### config.mk
export PLATFORM = sky130hd
export DESIGN_NAME = round_reset_sequencer
export DESIGN_NICKNAME = d
export VERILOG_FILES = /design/src/rtl/round_reset_sequencer.sv
export SDC_FILE = /design/constraint.sdc
export NUM_CORES = 1
export LEC_CHECK = 0
export CORE_ASPECT_RATIO = 1.1
export CORE_MARGIN = 1.5
export CORE_UTILIZATION = 45
export CTS_CLUSTER_DIAMETER = 60
export DETAILED_ROUTE_END_ITERATION = 8
export GPL_TIMING_DRIVEN = 0
export PLACE_DENSITY = 0.76
export REMOVE_ABC_BUFFERS = 1
export SETUP_SLACK_MARGIN = 0.02
export SLEW_MARGIN = 20
export SYNTH_ARGS = -nofsm -noshare
export SYNTH_HDL_FRONTEND = slang
export SYNTH_SLANG_ARGS = --single-unit
### constraint.sdc
create_clock -name clk -period 1.82 [get_ports clk]
set_input_delay 0.364 -clock clk [delete_from_list [all_inputs] [get_ports clk]]
set_output_delay 0.364 -clock clk [all_outputs]
set_load 0.02 [all_outputs]
### src/rtl/round_reset_sequencer.sv
// Round-reset controller: merges NUM_SRC requests into a held board reset followed by a start pulse.
// Optional macro ROUND_RESET_RETRIGGER_EN lets requests during the hold restart the hold window.
module round_reset_sequencer #(
  parameter int unsigned NUM_SRC     = 2,
  parameter int unsigned HOLD_CYCLES = 4,
  parameter int unsigned CNT_W       = 8
) (
  input  logic               clk,
  input  logic               hardResetN,
  input  logic [NUM_SRC-1:0] req,
  output logic               roundReset,
  output logic               roundStart,
  output logic [NUM_SRC-1:0] cause,
  output logic [CNT_W-1:0]   roundCount
);

  localparam int unsigned CntW = $clog2(HOLD_CYCLES + 1);
  localparam logic [CntW-1:0] HoldLoad = CntW'(HOLD_CYCLES - 1);

  typedef enum logic [0:0] {StIdle, StHold} state_e;

  state_e             state_q, state_d;
  logic [CntW-1:0]    cnt_q, cnt_d;
  logic               start_q, start_d;
  logic [NUM_SRC-1:0] cause_q, cause_d;
  logic [CNT_W-1:0]   count_q, count_d;

  // Hard reset enters HOLD so the board sees a full reset window after release.
  always_ff @(posedge clk) begin
    if (!hardResetN) begin
      state_q <= StHold;
      cnt_q   <= HoldLoad;
      start_q <= 1'b0;
      cause_q <= '0;
      count_q <= '0;
    end else begin
      state_q <= state_d;
      cnt_q   <= cnt_d;
      start_q <= start_d;
      cause_q <= cause_d;
      count_q <= count_d;
    end
  end

  always_comb begin
    state_d = state_q;
    cnt_d   = cnt_q;
    start_d = 1'b0;
    cause_d = cause_q;
    count_d = count_q;
    unique case (state_q)
      StIdle: begin
        if (|req) begin
          state_d = StHold;
          cnt_d   = HoldLoad;
          cause_d = req;
          count_d = count_q + CNT_W'(1);
        end
      end
      StHold: begin
`ifdef ROUND_RESET_RETRIGGER_EN
        if (|req) begin
          cnt_d   = HoldLoad;
          cause_d = cause_q | req;
        end else if (cnt_q != '0) begin
          cnt_d = cnt_q - CntW'(1);
        end else begin
          state_d = StIdle;
          start_d = 1'b1;
        end
`else
        if (cnt_q != '0) begin
          cnt_d = cnt_q - CntW'(1);
        end else begin
          state_d = StIdle;
          start_d = 1'b1;
        end
`endif
      end
      default: state_d = StIdle;
    endcase
  end

  always_comb begin
    roundReset = (state_q == StHold);
    roundStart = start_q;
    cause      = cause_q;
    roundCount = count_q;
  end

endmodule
-- Yosys cells after proc, flatten, opt, wreduce, memory -nomap -nowiden
Index checks and enable logic that the tools add are counted.
- bits in registers: 15
- latch bits: 0
- bits in writable memories: 0
- bits in read-only memories: 0
- input bits: 4
- output and inout port bits: 12
- memories: 0
- add/sub/neg operators: 2
- multipliers: 0
- divide/modulo/power cells: 0
- magnitude comparators: 0
- equal/unequal tests: 2
- shifts and indexed selects: 0
- multiplexer cells: 7
- bitwise gates (word level): 1
- reduce and logical (&&, ||, !) cells: 5
- operators with widths (cell ; number):
    8-bit by 1-bit adder with 8-bit output, second input constant ; 1
    3-bit two-way mux ; 2
    3-bit one-hot mux with 2 select lines ; 1
    2-bit AND reduction ; 3
    1-bit two-way mux ; 3
    3-bit nonzero test ; 1
    3-bit by 1-bit subtractor with 3-bit output, second input constant ; 1
    2-bit by 1-bit inequality test with 1-bit output, second input constant ; 1
    2-bit inequality test, second input constant ; 1
    1-bit one-hot mux with 2 select lines ; 1
    2-bit OR reduction ; 1
    1-bit inverter ; 1

-- Depth between registers and ports, before layout
Gate-level depths: netlist of run 1.
- word-level depth: 3
- depth in mapped cells: 6

-- Worst setup path after synthesis of run 1
No wires, ideal clock.
- kind: reg-to-reg
- start: register count_q[0], in the netlist roundCount[0]
- end: register count_q[6], in the netlist roundCount[6]
- arrival: 1337 ps
- path slack: 411 ps
- stages on the path, launching flop included: 5
- buffers on the path: 0
- period minus slack after synthesis: 1409 ps
- cell sequence: dfxtp_1 -> ha_1 -> inv_1 -> or4_1 -> a21oi_1
- word-level cells in the longest chain between the ends: 1
- RTL lines (element ; line ; text):
    from (decl) ; 26 ; logic [CNT_W-1:0] count_q, count_d;
    from (signal assigned) ; 41 ; count_q <= count_d;
    8-bit by 1-bit adder with 8-bit output ; 57 ; count_d = count_q + CNT_W'(1);
No other way between the ends.
A chain may end at the register's enable or synchronous reset.

-- Worst setup path in the final report of run 1
- start: register count_q[3], in the netlist roundCount[3]
- end: output port roundCount[3]
- RTL lines (element ; line ; text):
    to (decl) ; 14 ; output logic [CNT_W-1:0] roundCount
No word-level cell between the ends.

==> metrics.md, run 1 <==
| Metric | Value |
|---|---|
| Clk pin slew, worst setup/hold paths | `0.09 ns` |
| Final setup fails | `0` |
| Grt ovf | `0` |
| Total net switching power | `~220 uW` |
| Bufs and invs on worst path | `1` |
| Post-route DRC | `0` |
| CP delay by family, top | `buffers and inverters` |
| Worst Hold Margin | `about 0.49 ns` |
| Core Util, Final | `0.6187` |
| All-Layer GR Usage | `0.1597` |
| RD Place Congestion | `approximately 0.65` |
| Crit-path slowest cell | `clkdlybuf4s50_1` |
| Worst-path fanout max | `6` |
| Via/cell ratio | `5.294` |
| Pin count of the biggest net entering global routing | `20` |
| Ant diodes | `0` |
| Crit share post-route | `0.9355` |
| Via count | `540` |
| CP endpoint kind | `primary output` |
| Leakage | `approximately 0.32 nW` |
| CTS Buffer Depth | `2` |
| Final hold violations | `0` |
| Met3 Use GR | `0.04712` |
| Startpoint class of the critical path | `flop` |
| Synthesized instance count | `slightly below 70` |
| Fillers | `120` |
| Most frequent cells in the layout | `dfxtp_1 (15), clkdlybuf4s50_1 (15), inv_1 (6), a21oi_1 (6)` |
| Critical Path Source | `roundCount[3]` |
| FF+latch count, synth | `15` |
| Skew-Pair Late Insertion Delay | `0.27 ns` |
| Crit-path max cell delay | `about 0.64 ns` |
| CTS sink count | `15` |
| Max_cap viols | `0` |
| WL per Instance | `around 11 um` |
| Hold_buf cts | `0` |
| CP cell instances | `clkdlybuf4s50_1` |
| Post-DP HPWL | `a little over 800 um` |
| Initial Utilization | `0.4768` |
| Initial antenna violation count | `0` |
| Io pins | `16` |
| Comb pwr share | `0.264` |
| H-tree Lvls | `1` |
| Largest cells by area after synthesis | `dfxtp_1 (47%), mux2i_1 (6.2%), ha_1 (5.8%), a21oi_1 (4.7%), o31ai_1 (4.7%)` |
| Layout cells sized above 1 | `0.05814` |
| Setup tns final | `0 ns` |
| Critical hold path startpoint | `roundCount[7]` |
| Clock share of power | `0.236` |
| Relative slew margins | `0.6942` |
| Critical path class | `flop to primary output` |
| Slew @ Worst Pin | `~0.46 ns` |
| M2 GR Usage | `0.2300` |
| Crit path DAT | `1.34 ns` |
| Power Dens Cells | `930.4 nW/um^2` |
| FP Rows | `14` |
| Vias in the first global route | `459` |
| Top cell type's share of synthesized area | `0.4669` |
| CORE AREA | `1349 sq um` |
| CTS tree | `built` |
| Final slew viol count | `0` |
| Run status | `finished, final reports clean` |
| Die width | `39.05 um` |
| GRT met1 Usage | `0.2215` |
| Setup Skew | `0.002649 ns` |
| Routed Wire Length | `around 1.1 mm` |
| Netlist Area Pre-Place | `roughly 640 sq um` |
| Peak VDD IR | `between 800 and 900 uV` |
| Post-Syn Area per Cell | `~9.5 sq um` |
| Die height | `between 40 and 50 um` |
| CTS resizes | `0` |
| Inserted Clock Buffers | `3` |
| Final nets | `94` |
| Reg2reg start | `cnt_q[0]` |
| Worst min path class | `flop to flop` |
| Critical path required time | `between 1 and 1.5 ns` |
| Area grow syn2layout | `29.77%` |
| Power Internal | `552.2 uW` |
| CTS Root Cell | `clkbuf_4` |
| Post-DRT Antenna Nets | `0` |
| Most used flip-flop cell after synthesis | `dfxtp_1` |
| Fmax | `587.3 MHz` |
| Post-synth ARST share | `0` |
| Final critical-path required period | `1.703 ns` |
| Input/output buffers | `15` |
| Seq pwr share | `0.500` |
| Post-synth EDFFs | `0` |
| Post-synth top area cell | `dfxtp_1` |
| Post-synth cell types | `23` |
| Overall power | `about 780 uW` |
| Sw Share | `0.2889` |
| First-pass DRT Iterations | `4` |
| Unrepaired setup endpoints after global routing | `false` |
| DIE AREA | `between 1500 and 2000 sq um` |
| 1st-iter DRT viols | `8` |
| Top Usage Layer GRT | `met2` |
| Seq/Total Area, Yosys | `0.4669` |
| First-pass GRT wire length | `about 1.9 mm` |
| Ys Warns | `0` |
| Post-CTS Setup Repair Bufs | `0` |
[final timing paths]
path	cells past startpoint	end	slack, ns
setup / recovery	1	roundCount[3]	0.12
hold / removal	2	roundCount[7]	0.49
setup reg to reg	6	cnt_q[2]	0.36
hold reg to reg	2	roundCount[7]	0.49
[cells in the mapped netlist (2+ instances only)]
library cell	number
ha_1	3
nor2_1	4
dfxtp_1	15
nand3_1	4
o31ai_1	4
inv_1	6
nand2_1	4
a21oi_1	6
nand2b_1	2
mux2i_1	4
or4_1	4
[metal layers]
| layer | part of all wire | vias to the layer above |
|---|---|---|
| li1 | - | 279 |
| met1 | 0.50 | 252 |
| met2 | 0.45 | 7 |
| met3 | 0.023 | 2 |
| met4 | 0.017 | 0 |
| met5 | 0 | - |
[final cells by class]
class / instances / area (sq um) / share of cell area
Sequential cell: 15 / 300.3 / 0.3598
Tap cell: 16 / 20.02 / 0.02399
Inverter: 7 / 26.28 / 0.03148
Multi-Input combinational cell: 45 / 311.5 / 0.3733
Timing Repair Buffer: 15 / 150.1 / 0.1799
Clock buffer: 4 / 26.28 / 0.03148
[registers in the layout, summed over array words and instances (netlist names)]
| register | flops |
|---|---|
| roundStart | 1 |
| roundReset | 1 |
| cnt_q | 3 |
| cause | 2 |
| roundCount | 8 |
[kinds of logic (layout without fill, tap and decap cells)]
group,count (synthesis),count (layout),synth area share
AND/OR/NAND/NOR,23,23,0.1926
buffers and inverters,8,26,0.04862
XOR/XNOR,2,2,0.02724
multiplexers,4,4,0.06226
AO/OA/AOI/OAI,13,13,0.1440
adder cells (fa/ha/maj),3,3,0.05837
flip-flops,15,15,0.4669
[through the flow]
step / setup slack [ns] / instance area [sq um] / instances
global route: 0.06134 / 834.6 / 102
CTS: 0.1177 / 834.6 / 102
detailed placement: -0.02045 / 808.3 / 98
global placement: -0.003683 / 808.3 / 98
floorplan: 0.4107 / 638.1 / 67
finish: 0.1174 / 834.6 / 102
[power groups by stage]
stage	logic, mW	clock network (mW)	registers, mW
3_3_place_gp	0.202	0	0.394
6_report	0.205	0.183	0.388
3_5_place_dp	0.205	0	0.395
4_1_cts	0.207	0.189	0.388
2_1_floorplan	0.129	0	0.411
5_1_grt	0.236	0.207	0.392
(Power assumes the default switching activity.)
==> run 2: changes to the inputs <==
HOLD_SLACK_MARGIN = 0.08   (was unset)
SKIP_LAST_GASP = 1   (was unset)
TNS_END_PERCENT = 50   (was unset)
==> results of run 2 <==
Same layout as run 1: the final DEF is identical, and so are final timing and power.
==> RTL edit: new RTL, settings of run 2 <==
The parameter `HOLD_CYCLES` goes from 4 to 8.
--- a/src/rtl/round_reset_sequencer.sv
+++ b/src/rtl/round_reset_sequencer.sv
@@ -4,3 +4,3 @@
   parameter int unsigned NUM_SRC     = 2,
-  parameter int unsigned HOLD_CYCLES = 4,
+  parameter int unsigned HOLD_CYCLES = 8,
   parameter int unsigned CNT_W       = 8
Formal check against the unedited RTL: not equivalent (Yosys sat finds a counterexample within 10 cycles, from zero or initial values and one cycle with hardResetN low).
==> RTL edit against run 2 <==
Design area increased by 9.0%. Routed wire length increased by 19%. Sequential cell count increased by 1. Sequential share of layout area decreased by 0.63 points. Synthesized area increased by 12%. Setup slack got worse by 0.061 ns. Hold slack got worse by 0.0039 ns. Die area increased by 11%. Largest cell class unchanged.
Power is not compared: it rests on default switching activity, and its combinational part moved more than twofold at a synthesized area within 25%.
==> RTL edit: results (changes against run 2) <==
Status = completed
Fillers = 124 (+3.3%)
CP endpoint = roundCount[3]
Number of setup buffers added after CTS = 0 (unchanged)
ANT cells = 0 (unchanged)
Syn Area/Cell = 9.14 µm² (-3.4%)
R2r setup slk = 0.28 ns (-0.08 ns)
Routed wire length per instance = 12.0 µm (+9.1%)
Initial DRT Pass Iterations = 4 (unchanged)
Post-synth top flop = dfxtp_1
Pin count of the biggest net entering global routing = 18 (-10%)
GPL Wtd Cong = 0.778 (+19%)
Complex-gate fraction of the synthesized area = 18.2% (+3.8 points)
Area contributors post-synth = dfxtp_1, a21oi_1, o31ai_1
Register-to-Register Path Depth = 5 (-1)
Reg2reg end = cnt_q[0]
Vias in the first global route = 488 (+6.3%)
Post-synth ARST share = 0% (unchanged)
First-pass GRT wire length = 2060 µm (+10%)
Post-synthesis sequential area ratio = 44.4% (-2.3 points)
Maximum fanout along the worst path = 7 (+1)
Share of post-route cells with drive strength above 1 = 8.42% (+2.6 points)
Distinct cell type count after synthesis = 25 (+8.7%)
Worst vdd ir = 0.422 mV
Top cells by count, synth = dfxtp_1, a21oi_1, nand2_1
Total Routing Usage GR = 16.6% (+0.66 points)
# resized after CTS = 1 (+1)
WP data arrival = 1.40 ns (+0.06 ns)
Placed cell count = 107 (+9.2%)
Post-Synth Adder-Cell Area = 3.47% (-2.4 points)
Synth Area in XOR/XNOR = 1.21% (-1.5 points)
DR iter-0 viols = 6 (-2)
Min-Delay Path Class = flop to flop
CTS root buf = clkbuf_4
Multiplexer share of the synthesized area = 4.16% (-2.1 points)
Skew final = 0.00220 ns (-0.000446 ns)
Final HPWL DP = 933 µm (+16%)
Slew @ Worst Pin = 0.424 ns (-0.0337 ns)
Via-per-instance ratio = 5.59 (+5.7%)
Final nets = 102 (+8.5%)
Clock transition at path regs = 0.09 ns (about the same)
WL final = 1340 µm (+19%)
[RTL edit: cell types whose count changed after synthesis, sizes merged, moves of 2 or more]
cell / delta
a21oi: +3
inv: -2
nand2: +2
nand2b: -2
o21ai: +3
or3: +2
[RTL edit: worst register-to-register path, delay by kind of cell, from the launching register on]
kind	cells	cell delay, ns
AND/OR/NAND/NOR	2	0.70
flip-flops	1	0.35
buffers and inverters	1	0.07
adder cells (fa/ha/maj)	1	0.21
AO/OA/AOI/OAI	1	0.15
[RTL edit: worst min path at each step]
stage                       start            end  depth (start not counted)
global placement    roundCount[7]  roundCount[7]                          2
detailed placement  roundCount[7]  roundCount[7]                          2
floorplan              hardResetN     roundReset                          1
CTS                 roundCount[7]  roundCount[7]                          2
global route        roundCount[7]  roundCount[7]                          2
finish              roundCount[7]  roundCount[7]                          2
[RTL edit: per-layer routing]
layer  global-route usage (%)  up-vias  share of wire [%]
met5                        0        -                  0
li1                         -      322                  -
met2                     20.6        9                 44
met3                     2.96        4                2.5
met1                     25.2      286                 51
met4                     11.6        0                1.9
[RTL edit: cells by family (layout without fill, tap and decap cells)]
family / Yosys count / in the layout
fa+ha+maj: 2 / 2
flops: 16 / 16
compound gates: 20 / 20
buf+inv: 7 / 23
mux: 3 / 3
xor+xnor: 1 / 1
simple gates: 30 / 30
[RTL edit: layout make-up]
| class | count | area (µm²) | share of cell area, % |
|---|---|---|---|
| clock buffers | 4 | 36.3 | 3.99 |
| inverters | 4 | 15.0 | 1.65 |
| multi-input cells | 56 | 367 | 40.3 |
| flip-flops and latches | 16 | 322 | 35.4 |
| well taps | 16 | 20.0 | 2.20 |
| repair buffers | 15 | 150 | 16.5 |
[RTL edit: power groups by stage]
stage	logic, mW	registers [mW]	clock network, mW
after detailed placement	0.0333	0.371	0
after CTS	0.0335	0.363	0.244
after global routing	0.0372	0.365	0.257
after floorplan	0.0183	0.370	0
after global placement	0.0321	0.371	0
final	0.0328	0.363	0.236
[RTL edit: per-stage QoR]
step	cell area [µm²]	TNS, ns	hold slack (ns)	setup slack, ns	total power [mW]
global route	910	0	0.512	0.0299	0.659
global placement	872	-0.0144	0.459	-0.00803	0.403
floorplan	702	0	0.426	0.407	0.389
finish	910	0	0.483	0.0568	0.633
CTS	910	0	0.487	0.0745	0.641
detailed placement	872	-0.0374	0.473	-0.0205	0.405
